$ cat config.mk
export PLATFORM = sky130hd
export DESIGN_NAME = seq_alu
export DESIGN_NICKNAME = d
export VERILOG_FILES = /design/src/rtl/alu_pkg.sv /design/src/rtl/seq_alu_muldiv.sv /design/src/rtl/seq_alu.sv
export SDC_FILE = /design/constraint.sdc
export NUM_CORES = 1
export LEC_CHECK = 0
export ABC_AREA = 1
export BUFFER_PORTS_ARGS = -buffer_cell sky130_fd_sc_hd__buf_2
export CORE_MARGIN = 2
export CORE_UTILIZATION = 57
export DETAILED_ROUTE_END_ITERATION = 10
export PLACE_DENSITY = 0.79
export SETUP_SLACK_MARGIN = 0.5
export SYNTH_ARGS = -nofsm -noshare
export SYNTH_HDL_FRONTEND = slang
export SYNTH_SLANG_ARGS = --single-unit
$ cat constraint.sdc
create_clock -name clk -period 2.6 [get_ports clk]
set_clock_uncertainty 0.2 [all_clocks]
set_input_delay 0.65 -clock clk [delete_from_list [all_inputs] [get_ports clk]]
set_output_delay 0.65 -clock clk [all_outputs]
set_load 0.03 [all_outputs]
$ cat src/rtl/alu_pkg.sv
// alu_pkg: op codes and FSM state encodings shared by the sequential ALU
package alu_pkg;
  localparam int OP_W = 4;
  typedef enum logic [OP_W-1:0] {
    OP_AND = 4'b0000,
    OP_OR  = 4'b0001,
    OP_ADD = 4'b0010,
    OP_MUL = 4'b0011,
    OP_DIV = 4'b0100,
    OP_XOR = 4'b0101,
    OP_SUB = 4'b0110,
    OP_SLT = 4'b0111
  } op_e;
  typedef enum logic [1:0] {
    S_IDLE = 2'd0,
    S_BUSY = 2'd1,
    S_DONE = 2'd2
  } state_e;
endpackage

$ cat src/rtl/seq_alu_muldiv.sv
// seq_alu_muldiv: iterative unsigned shift-add multiplier / restoring divider, one bit per cycle
module seq_alu_muldiv #(
  parameter int WIDTH = 32,
  parameter int CNT_W = $clog2(WIDTH) + 1
) (
  input  logic             clk,
  input  logic             rst_n,
  input  logic             start,
  input  logic             div,
  input  logic [WIDTH-1:0] a,
  input  logic [WIDTH-1:0] b,
  output logic             done,
  output logic [WIDTH-1:0] lo_nxt,
  output logic [WIDTH-1:0] hi_nxt
);
  logic             busy, is_div;
  logic [CNT_W-1:0] cnt;
  logic [WIDTH-1:0] opd, p_hi, p_lo;
  logic [WIDTH:0]   sum, trial;
  // p_hi holds the product high word / partial remainder, p_lo the multiplier / dividend-quotient
  assign sum    = {1'b0, p_hi} + (p_lo[0] ? {1'b0, opd} : '0);
  assign trial  = {p_hi, p_lo[WIDTH-1]} - {1'b0, opd};
  assign hi_nxt = is_div ? (trial[WIDTH] ? {p_hi[WIDTH-2:0], p_lo[WIDTH-1]} : trial[WIDTH-1:0])
                         : sum[WIDTH:1];
  assign lo_nxt = is_div ? {p_lo[WIDTH-2:0], ~trial[WIDTH]} : {sum[0], p_lo[WIDTH-1:1]};
  // done marks the final iteration; the top latches lo_nxt/hi_nxt on that edge
  assign done   = busy && cnt == '0;
  always_ff @(posedge clk or negedge rst_n) begin
    if (!rst_n) begin
      busy   <= 1'b0;
      is_div <= 1'b0;
      cnt    <= '0;
      opd    <= '0;
      p_hi   <= '0;
      p_lo   <= '0;
    end else if (start) begin
      busy   <= 1'b1;
      is_div <= div;
      cnt    <= CNT_W'(WIDTH - 1);
      opd    <= div ? b : a;
      p_hi   <= '0;
      p_lo   <= div ? a : b;
    end else if (busy) begin
      busy   <= !done;
      cnt    <= done ? '0 : cnt - CNT_W'(1);
      p_hi   <= hi_nxt;
      p_lo   <= lo_nxt;
    end
  end
endmodule

$ cat src/rtl/seq_alu.sv
// seq_alu: valid/ready sequential ALU with single-cycle logic/arith ops and iterative MUL/DIV
module seq_alu import alu_pkg::*; #(
  parameter int WIDTH = 32,
  parameter int CNT_W = $clog2(WIDTH) + 1
) (
  input  logic             clk,
  input  logic             rst_n,
  input  logic             in_valid,
  output logic             in_ready,
  input  logic [3:0]       alu_ctr,
  input  logic [WIDTH-1:0] a,
  input  logic [WIDTH-1:0] b,
  output logic             out_valid,
  input  logic             out_ready,
  output logic [WIDTH-1:0] result,
  output logic [WIDTH-1:0] result_hi,
  output logic             zero,
  output logic             div_zero
);
  state_e           state;
  logic             accept, iter, start, dz, md_done;
  logic [WIDTH-1:0] alu_res, md_lo, md_hi;
  assign in_ready  = state == S_IDLE;
  assign out_valid = state == S_DONE;
  assign accept    = in_valid && in_ready;
  assign dz        = alu_ctr == OP_DIV && b == '0;
  assign iter      = alu_ctr == OP_MUL || (alu_ctr == OP_DIV && !dz);
  assign start     = accept && iter;
  // OP_DIV only reaches this path with a zero divisor, which saturates the quotient
  always_comb begin
    alu_res = '0;
    case (alu_ctr)
      OP_AND:  alu_res = a & b;
      OP_OR:   alu_res = a | b;
      OP_ADD:  alu_res = a + b;
      OP_SUB:  alu_res = a - b;
      OP_XOR:  alu_res = a ^ b;
      OP_SLT:  alu_res = WIDTH'($signed(a) < $signed(b));
      OP_DIV:  alu_res = '1;
      default: alu_res = '0;
    endcase
  end
  seq_alu_muldiv #(.WIDTH(WIDTH), .CNT_W(CNT_W)) u_muldiv (
    .clk    (clk),
    .rst_n  (rst_n),
    .start  (start),
    .div    (alu_ctr == OP_DIV),
    .a      (a),
    .b      (b),
    .done   (md_done),
    .lo_nxt (md_lo),
    .hi_nxt (md_hi)
  );
  always_ff @(posedge clk or negedge rst_n) begin
    if (!rst_n) begin
      state     <= S_IDLE;
      result    <= '0;
      result_hi <= '0;
      zero      <= 1'b0;
      div_zero  <= 1'b0;
    end else begin
      case (state)
        S_IDLE: if (accept) begin
          state <= iter ? S_BUSY : S_DONE;
          if (!iter) begin
            result    <= alu_res;
            result_hi <= dz ? a : '0;
            zero      <= alu_res == '0;
            div_zero  <= dz;
          end
        end
        S_BUSY: if (md_done) begin
          state     <= S_DONE;
          result    <= md_lo;
          result_hi <= md_hi;
          zero      <= md_lo == '0;
          div_zero  <= 1'b0;
        end
        S_DONE: if (out_ready) state <= S_IDLE;
        default: state <= S_IDLE;
      endcase
    end
  end
endmodule

==> impl_metrics.env, run 1 <==
export IMPL_status="stopped before the end"
export IMPL_lastStage="5_1_grt"
export IMPL_error="[ERROR GRT-0232] Routing congestion too high. Check the congestion heatmap in the GUI."
export IMPL_dpl_instance_area_um2=27100
export IMPL_synth_area_leaders="dfrtp_1 (22%), nand2_1 (19%), ha_1 (11%), inv_1 (9.4%), nand3_1 (7.3%)"
export IMPL_rows=68
export IMPL_cts_num_sinks=172
export IMPL_initial_core_util_pct=57.7
export IMPL_netlist_instances=3228
export IMPL_io_pins=140
export IMPL_synthesis_nets=3477
export IMPL_grt_max_degree=51
export IMPL_synth_edff_count=0
export IMPL_synth_most_common_cell="nand2_1"
export IMPL_yosysTopAreaCellShare_pct=21.7
export IMPL_avgSynthCellArea_um2=6.15
export IMPL_syn_area_um2=19800
export IMPL_dp_hpwl_mm=71.8
export IMPL_seq_area_frac_synth_pct=21.7
export IMPL_grt_usage_pct=96.7
export IMPL_yosys_area_top_type="dfrtp_1"
export IMPL_synth_seq_cells=172
export IMPL_synth_xor_area_share_pct=1.32
export IMPL_synth_area_mux_share_pct=0
export IMPL_grt_ovfl_total=1433
export IMPL_synth_main_ff_cell="dfrtp_1"
export IMPL_synth_adder_area_share_pct=11.3
export IMPL_htreeDepth=4
export IMPL_synthTopCellsByCount="nand2_1 (989), inv_1 (499), nand3_1 (289)"
export IMPL_gp_congestion=1.09
export IMPL_synth_compound_area_share_pct=17.7
export IMPL_synth_top_family_by_area="simple AND/OR/NAND/NOR gates"
export IMPL_die_width_um=191
export IMPL_yosysWarnings=0
export IMPL_port_buffers=139
export IMPL_yosysUniqueCellTypes=56
export IMPL_async_flop_share_pct=100
export IMPL_cts_buffers=17
export IMPL_cts_root_buf="clkbuf_16"
export IMPL_synthSimpleGateAreaFrac_pct=34.8
export IMPL_die_h_um=191
export IMPL_clockBufferDepth=2
[per-layer routing]
layer	track usage [%]	GRT overflow
met5	69.5	13
met4	106	407
met3	84.6	72
met2	110	835
met1	91.6	106
[per-stage QoR]
| step | setup WS [ns] | std cells |
|---|---|---|
| 2_1_floorplan | -0.0730 | 3228 |
| 3_3_place_gp | -0.780 | 4397 |
| 3_5_place_dp | -0.850 | 4397 |
| 4_1_cts | -0.384 | 4494 |
[kinds of logic after synthesis]
kind of cell / Yosys count
xor+xnor: 30
flops: 172
compound gates: 570
buf+inv: 638
simple gates: 1641
fa+ha+maj: 177
[timing repair]
item                                    4_1_cts
gates resized for setup                     276
hold buffers                                  1
hold endpoints to repair                     43
setup buffers                                42
cloned                                       22
endpoints found under the setup margin      174
pin swaps                                    42
==> inputs of run 2 (changes only) <==
CORE_UTILIZATION = 40   (was 57)
PLACE_DENSITY = default   (was 0.79)
PLACE_DENSITY_LB_ADDON = 0.15   (was default)
SETUP_SLACK_MARGIN = default   (was 0.5)
clock period = 3.4 ns   (was 2.6 ns; I/O delays follow)
==> impl_metrics.env, run 2 <==
export IMPL_status="finished, final reports clean"
export IMPL_crit_start="b[12]"
export IMPL_grt_usage_pct=34.1
export IMPL_initial_core_util_pct=40.5
export IMPL_grt_max_degree=72
export IMPL_drive_gt1_share_pct=18.7
export IMPL_pre_cts_ws_ns=-0.408
export IMPL_drtIter0Drc=2076
export IMPL_final_common_cell="nand2_1"
export IMPL_clockBufferDepth=2
export IMPL_hp_class="input pin to async pin"
export IMPL_finalWirelength_mm=87.9
export IMPL_r2r_cells=17
export IMPL_seq_area_frac_synth_pct=21.7
export IMPL_min_period_over_period_pct=96.3
export IMPL_critPathMaxFanout=36
export IMPL_drtAntennaViolNets=0
export IMPL_leakage_nw=13.6
export IMPL_clkTransAtPathRegs_ns=0.07
export IMPL_dp_hpwl_mm=72.9
export IMPL_io_pins=140
export IMPL_die_width_um=227
export IMPL_power_frac_comb_pct=67.4
export IMPL_syn_to_final_growth_pct=24.9
export IMPL_drcViolationCount=0
export IMPL_synth_area_leaders="dfrtp_1 (22%), nand2_1 (19%), ha_1 (11%), inv_1 (9.4%), nand3_1 (7.3%)"
export IMPL_p_clk_share_pct=12.3
export IMPL_synth_main_ff_cell="dfrtp_1"
export IMPL_synth_seq_cells=172
export IMPL_grt_ovfl_total=0
export IMPL_worst_pin_slew_ns=0.827
export IMPL_cts_buffers=17
export IMPL_final_nets=3920
export IMPL_synth_most_common_cell="nand2_1"
export IMPL_grt_pass1_vias=22800
export IMPL_p_int_mw=8.57
export IMPL_period_needed_ns=3.28
export IMPL_drt_first_pass_iters=6
export IMPL_cts_num_sinks=172
export IMPL_crit_required_ns=3.51
export IMPL_final_fill_count=5035
export IMPL_cts_tree="built"
export IMPL_slew_headroom_pct=44.8
export IMPL_yosysUniqueCellTypes=56
export IMPL_drv_slew=0
export IMPL_worstSetupStartpointType="input pin"
export IMPL_grt_pass1_wl_mm=132
export IMPL_drv_cap=0
export IMPL_port_buffers=139
export IMPL_r2r_setup_slack_ns=0.17
export IMPL_wire_per_inst_um=20.2
export IMPL_antenna_found_initial=3
export IMPL_setup_viol=0
export IMPL_cts_root_buf="clkbuf_16"
export IMPL_layout_common_cells="nand2_1 (981), inv_1 (499), buf_4 (384)"
export IMPL_insertion_delay_ns=0.46
export IMPL_reg2reg_from="u_muldiv.p_lo[0]$_DFFE_PN0P_"
export IMPL_r2r_end="result_hi[20]$_DFFE_PN0P_"
export IMPL_finalHoldViolCount=0
export IMPL_yosys_area_top_type="dfrtp_1"
export IMPL_fmax_mhz=305
export IMPL_switching_share_pct=52.9
export IMPL_crit_arrival_ns=3.39
export IMPL_yosysTopAreaCellShare_pct=21.7
export IMPL_power_frac_seq_pct=20.3
export IMPL_viasPerCell=5.43
export IMPL_core_um2=49000
export IMPL_critPathKind="input pin to flip-flop"
export IMPL_vias=23600
export IMPL_rows=81
export IMPL_fin_ws_ns=0.124
export IMPL_setup_worst_path_end_class="flip-flop"
export IMPL_avgSynthCellArea_um2=6.15
export IMPL_async_flop_share_pct=100
export IMPL_ir_drop_uv=423
export IMPL_yosysWarnings=0
export IMPL_gp_congestion=1.12
export IMPL_synth_edff_count=0
export IMPL_insertedDiodeCount=0
export IMPL_die_h_um=227
export IMPL_p_sw_mw=9.64
export IMPL_htreeDepth=4
export IMPL_endpoint="result_hi[30]$_DFFE_PN0P_"
export IMPL_syn_area_um2=19800
export IMPL_hold_buffers=0
export IMPL_synthesis_nets=3477
export IMPL_synthTopCellsByCount="nand2_1 (989), inv_1 (499), nand3_1 (289)"
export IMPL_p_total_mw=18.2
export IMPL_netlist_instances=3228
export IMPL_dieArea_um2=51400
export IMPL_power_density_nw_per_um2=735
[run 2: cell counts after synthesis]
Identical to the previous run, type by type.
[run 2: how the worst min path moves through the flow]
stage,from,to,slack (ns),cells past startpoint
2_1_floorplan,state[0]$_DFFE_PN0P_,state[1]$_DFFE_PN0P_,0.27,1
3_3_place_gp,div_zero$_DFFE_PN0P_,div_zero$_DFFE_PN0P_,0.26,2
3_5_place_dp,result[2]$_DFFE_PN0P_,result[2]$_DFFE_PN0P_,0.27,2
4_1_cts,rst_n,result[24]$_DFFE_PN0P_,0.23,1
5_1_grt,rst_n,u_muldiv.opd[25]$_DFFE_PN0P_,0.25,1
6_report,rst_n,u_muldiv.opd[25]$_DFFE_PN0P_,0.21,1
[run 2: stage by stage]
| step | cells | cell area (µm²) | util (%) | setup TNS [ns] | hold WS (ns) |
|---|---|---|---|---|---|
| 2_1_floorplan | 3228 | 19800 | - | 0 | 0.274 |
| 3_3_place_gp | 4316 | 24000 | 49.1 | -31.69 | 0.261 |
| 3_5_place_dp | 4316 | 24000 | 49.1 | -28.99 | 0.269 |
| 4_1_cts | 4346 | 24700 | 50.4 | 0 | 0.227 |
| 5_1_grt | 4346 | 24800 | 50.6 | -0.0117 | 0.251 |
| 6_report | 4346 | 24800 | 50.6 | 0 | 0.211 |
[run 2: routing by layer]
metal | vias to the layer above | GRT usage (%) | routed length, µm
li1 | 11300 | - | -
met2 | 1065 | 55.9 | 40200
met1 | 11000 | 44.4 | 37000
met4 | 2 | 15.2 | 4000
met3 | 200 | 4.83 | 6710
met5 | - | 0 | 13
[run 2: cell type report]
class	count	area, µm²	share of cell area (%)
Clock buffer	21	460	1.86
Inverter	517	1940	7.85
Timing Repair Buffer	545	4030	16.3
Tap cell	664	831	3.35
Sequential cell	172	4310	17.4
Multi-Input combinational cell	2418	13000	52.6
Clock inverter	9	184	0.742
[run 2: power by group through the flow]
stage / clock, mW / sequential, mW / combinational [mW]
4_1_cts: 2.25 / 3.67 / 12.0
3_5_place_dp: 0 / 3.70 / 12.0
6_report: 2.23 / 3.71 / 12.3
2_1_floorplan: 0 / 3.78 / 7.81
5_1_grt: 2.34 / 3.77 / 13.5
3_3_place_gp: 0 / 3.69 / 11.8
[run 2: critical path, stage by stage]
cell      delay [ns]
buf_2           0.13
buf_4           0.17
nor4_1          0.56
buf_4           0.21
nand4_1         0.16
o21ai_1         0.19
nand2_1         0.21
nand2_1         0.14
nand2_2         0.11
buf_4           0.29
nand2_1         0.10
o21ai_0         0.08
o21bai_1        0.16
[run 2: kinds of logic (layout without fill, tap and decap cells)]
group,count (synthesis),in the layout,synth area share (%)
DFF,172,172,21.7
xor gates and xnor gates,30,30,1.32
buffers and inverters,638,1092,13.2
AOI/OAI and AO/OA,570,570,17.7
adders and majority gates,177,177,11.3
and+or+nand+nor,1641,1641,34.8
[run 2: timing repair]
item                                    CTS  global route
buffers inserted                          0             0
gates resized for setup                   0            33
endpoints found under the setup margin    0            37
Note: power is estimated with default switching activity, not from simulation.
==> inputs of run 3 (changes only) <==
SYNTH_HIERARCHICAL = 1   (was default)
==> impl_metrics.env, run 3 <==
export IMPL_status="finished, final reports clean"
export IMPL_gp_congestion=1.03
export IMPL_vias=25600
export IMPL_dr_wl_met2_mm=42.4
export IMPL_drtAntennaViolNets=0
export IMPL_finalWirelength_mm=99.7
export IMPL_synthTopCellsByCount="nand2_1 (1023), inv_1 (585), nor2_1 (305)"
export IMPL_multi_input_area_um2=14100
export IMPL_final_common_cell="nand2_1"
export IMPL_layout_common_cells="nand2_1 (1015), inv_1 (583), buf_4 (466)"
export IMPL_leakage_nw=15.0
export IMPL_worstSetupStartpointType="input pin"
export IMPL_hp_class="input pin to async pin"
export IMPL_core_um2=52400
export IMPL_dpl_instance_area_um2=26000
export IMPL_period_needed_ns=3.33
export IMPL_grt_pass1_vias=23600
export IMPL_synth_seq_cells=172
export IMPL_initial_core_util_pct=40.4
export IMPL_synthesis_nets=3821
export IMPL_viasPerCell=5.35
export IMPL_drv_cap=0
export IMPL_p_sw_mw=12.0
export IMPL_grt_pass1_wl_mm=148
export IMPL_min_period_over_period_pct=98.0
export IMPL_synth_area_leaders="dfrtp_1 (20%), nand2_1 (18%), inv_1 (10%), ha_1 (10%), nand3_1 (6.3%)"
export IMPL_drcViolationCount=0
export IMPL_setup_worst_path_end_class="flip-flop"
export IMPL_synth_main_ff_cell="dfrtp_1"
export IMPL_cts_setup_buffers=0
export IMPL_die_h_um=234
export IMPL_drv_slew=0
export IMPL_crit_arrival_ns=3.56
export IMPL_ir_drop_uv=580
export IMPL_wl_met1_mm=45.3
export IMPL_fmax_mhz=300
export IMPL_dp_hpwl_mm=82.2
export IMPL_worst_pin_slew_ns=0.862
export IMPL_power_frac_comb_pct=72.5
export IMPL_holdWs_ns=0.181
export IMPL_final_area_um2=26800
export IMPL_io_pins=140
export IMPL_syn_area_um2=21200
export IMPL_layout_cells_non_filler=4791
export IMPL_final_nets=4337
export IMPL_htreeDepth=4
export IMPL_seqCellArea_um2=4310
export IMPL_drive_gt1_share_pct=20.1
export IMPL_critPathMaxFanout=3
export IMPL_slew_headroom_pct=42.5
export IMPL_wire_per_inst_um=20.8
export IMPL_grt_usage_pct=36.4
export IMPL_port_buffers=139
export IMPL_seq_area_frac_synth_pct=20.3
export IMPL_cts_num_sinks=172
export IMPL_syn_to_final_growth_pct=26.5
export IMPL_p_clk_share_pct=10.0
export IMPL_dp_cells=4757
export IMPL_grt_ovfl_total=0
export IMPL_yosysTopAreaCellShare_pct=20.3
export IMPL_async_flop_share_pct=100
export IMPL_cts_root_buf="clkbuf_16"
export IMPL_finalHoldViolCount=0
export IMPL_netlist_instances=3572
export IMPL_critPathKind="input pin to flip-flop"
export IMPL_wl_met3_mm=7.73
export IMPL_p_int_mw=9.46
export IMPL_crit_required_ns=3.63
export IMPL_dieArea_um2=54800
export IMPL_synth_most_common_cell="nand2_1"
export IMPL_yosysUniqueCellTypes=56
export IMPL_drtIter0Drc=2954
export IMPL_yosysWarnings=6
export IMPL_final_fill_count=5604
export IMPL_antenna_found_initial=3
export IMPL_cts_buffers=17
export IMPL_clkTransAtPathRegs_ns=0.08
export IMPL_die_width_um=234
export IMPL_cts_tree="built"
export IMPL_routed_top_layer="met4"
export IMPL_rows=84
export IMPL_clockBufferDepth=2
export IMPL_drt_first_pass_iters=6
export IMPL_insertion_delay_ns=0.50
export IMPL_power_density_nw_per_um2=799
export IMPL_power_frac_seq_pct=17.6
export IMPL_grt_max_degree=71
export IMPL_yosys_area_top_type="dfrtp_1"
export IMPL_setup_viol=0
export IMPL_switching_share_pct=55.9
export IMPL_avgSynthCellArea_um2=5.93
export IMPL_synth_edff_count=0
## run 3: cell type report
cell class / instances / share of cell area, %
Tap cell: 688 / 3.21
Inverter: 602 / 8.43
Antenna cell: 2 / 0.0187
Timing Repair Buffer: 631 / 17.6
Clock buffer: 18 / 1.60
Sequential cell: 172 / 16.1
Multi-Input combinational cell: 2664 / 52.5
Clock inverter: 14 / 0.639
## run 3: routing by layer
layer  up-vias  GRT usage (%)
li1      12400              -
met1     11900           50.4
met2      1113           55.2
met3       181           6.71
met4         0           15.2
met5         -              0
## run 3: kinds of logic (layout without fill, tap and decap cells)
family | count (synthesis) | count (layout) | share of synthesized area (%)
other | 0 | 2 | 0
buffers and inverters | 736 | 1265 | 14.2
xor gates and xnor gates | 24 | 24 | 0.992
DFF | 172 | 172 | 20.3
adders and majority gates | 177 | 177 | 10.6
AOI/OAI and AO/OA | 618 | 618 | 16.1
and+or+nand+nor | 1845 | 1845 | 37.8
## run 3: through the flow
step           power (mW)  setup slack [ns]  utilization (%)  setup TNS, ns
2_1_floorplan        13.6             0.437                -              0
5_1_grt              23.2           -0.0668             51.1        -0.0833
3_3_place_gp         18.8            -0.518             49.7         -63.57
6_report             21.4            0.0664             51.1              0
3_5_place_dp         18.9            -0.540             49.7         -70.76
4_1_cts              21.1           0.00841             50.8              0
## run 3: power by group through the flow
| stage | logic (mW) | clock network, mW | registers, mW |
|---|---|---|---|
| after detailed placement | 15.1 | 0 | 3.76 |
| final | 15.5 | 2.13 | 3.77 |
| after global routing | 17.1 | 2.22 | 3.86 |
| after CTS | 15.2 | 2.16 | 3.74 |
| after floorplan | 9.34 | 0 | 4.24 |
| after global placement | 15.1 | 0 | 3.76 |
## run 3: repair_timing
item | CTS | global route
gates cloned | 0 | 0
setup endpoints to repair | 8 | 45
pin swaps | 1 | 4
gates resized for setup | 2 | 46
hold buffers | 0 | 0
## run 3: final timing paths
path / start / to / slack (ns) / cells after the start
setup / recovery: b[1] / zero$_DFFE_PN0P_ / 0.07 / 17
hold / removal: rst_n / result[28]$_DFFE_PN0P_ / 0.18 / 1
setup reg to reg: u_muldiv/p_hi[6]$_DFFE_PN0P_ / zero$_DFFE_PN0P_ / 0.17 / 18
hold reg to reg: result[21]$_DFFE_PN0P_ / result[21]$_DFFE_PN0P_ / 0.29 / 2
max in group asynchronous: rst_n / u_muldiv/p_lo[14]$_DFFE_PN0P_ / 2.03 / 2
min in group clk: result[21]$_DFFE_PN0P_ / result[21]$_DFFE_PN0P_ / 0.29 / 2
## run 3: critical path, cell delays in order
cell	delay (ns)
buf_2	0.11
inv_1	0.06
ha_1	0.31
o21ai_0	0.57
nand3_1	0.18
nand2_2	0.13
buf_4	0.14
o21ai_0	0.07
nand2_1	0.06
nand2_1	0.05
a21oi_1	0.22
nand2_1	0.10
nor2_1	0.18
nand3_2	0.16
nor2_1	0.14
nand2_1	0.09
a21oi_2	0.14
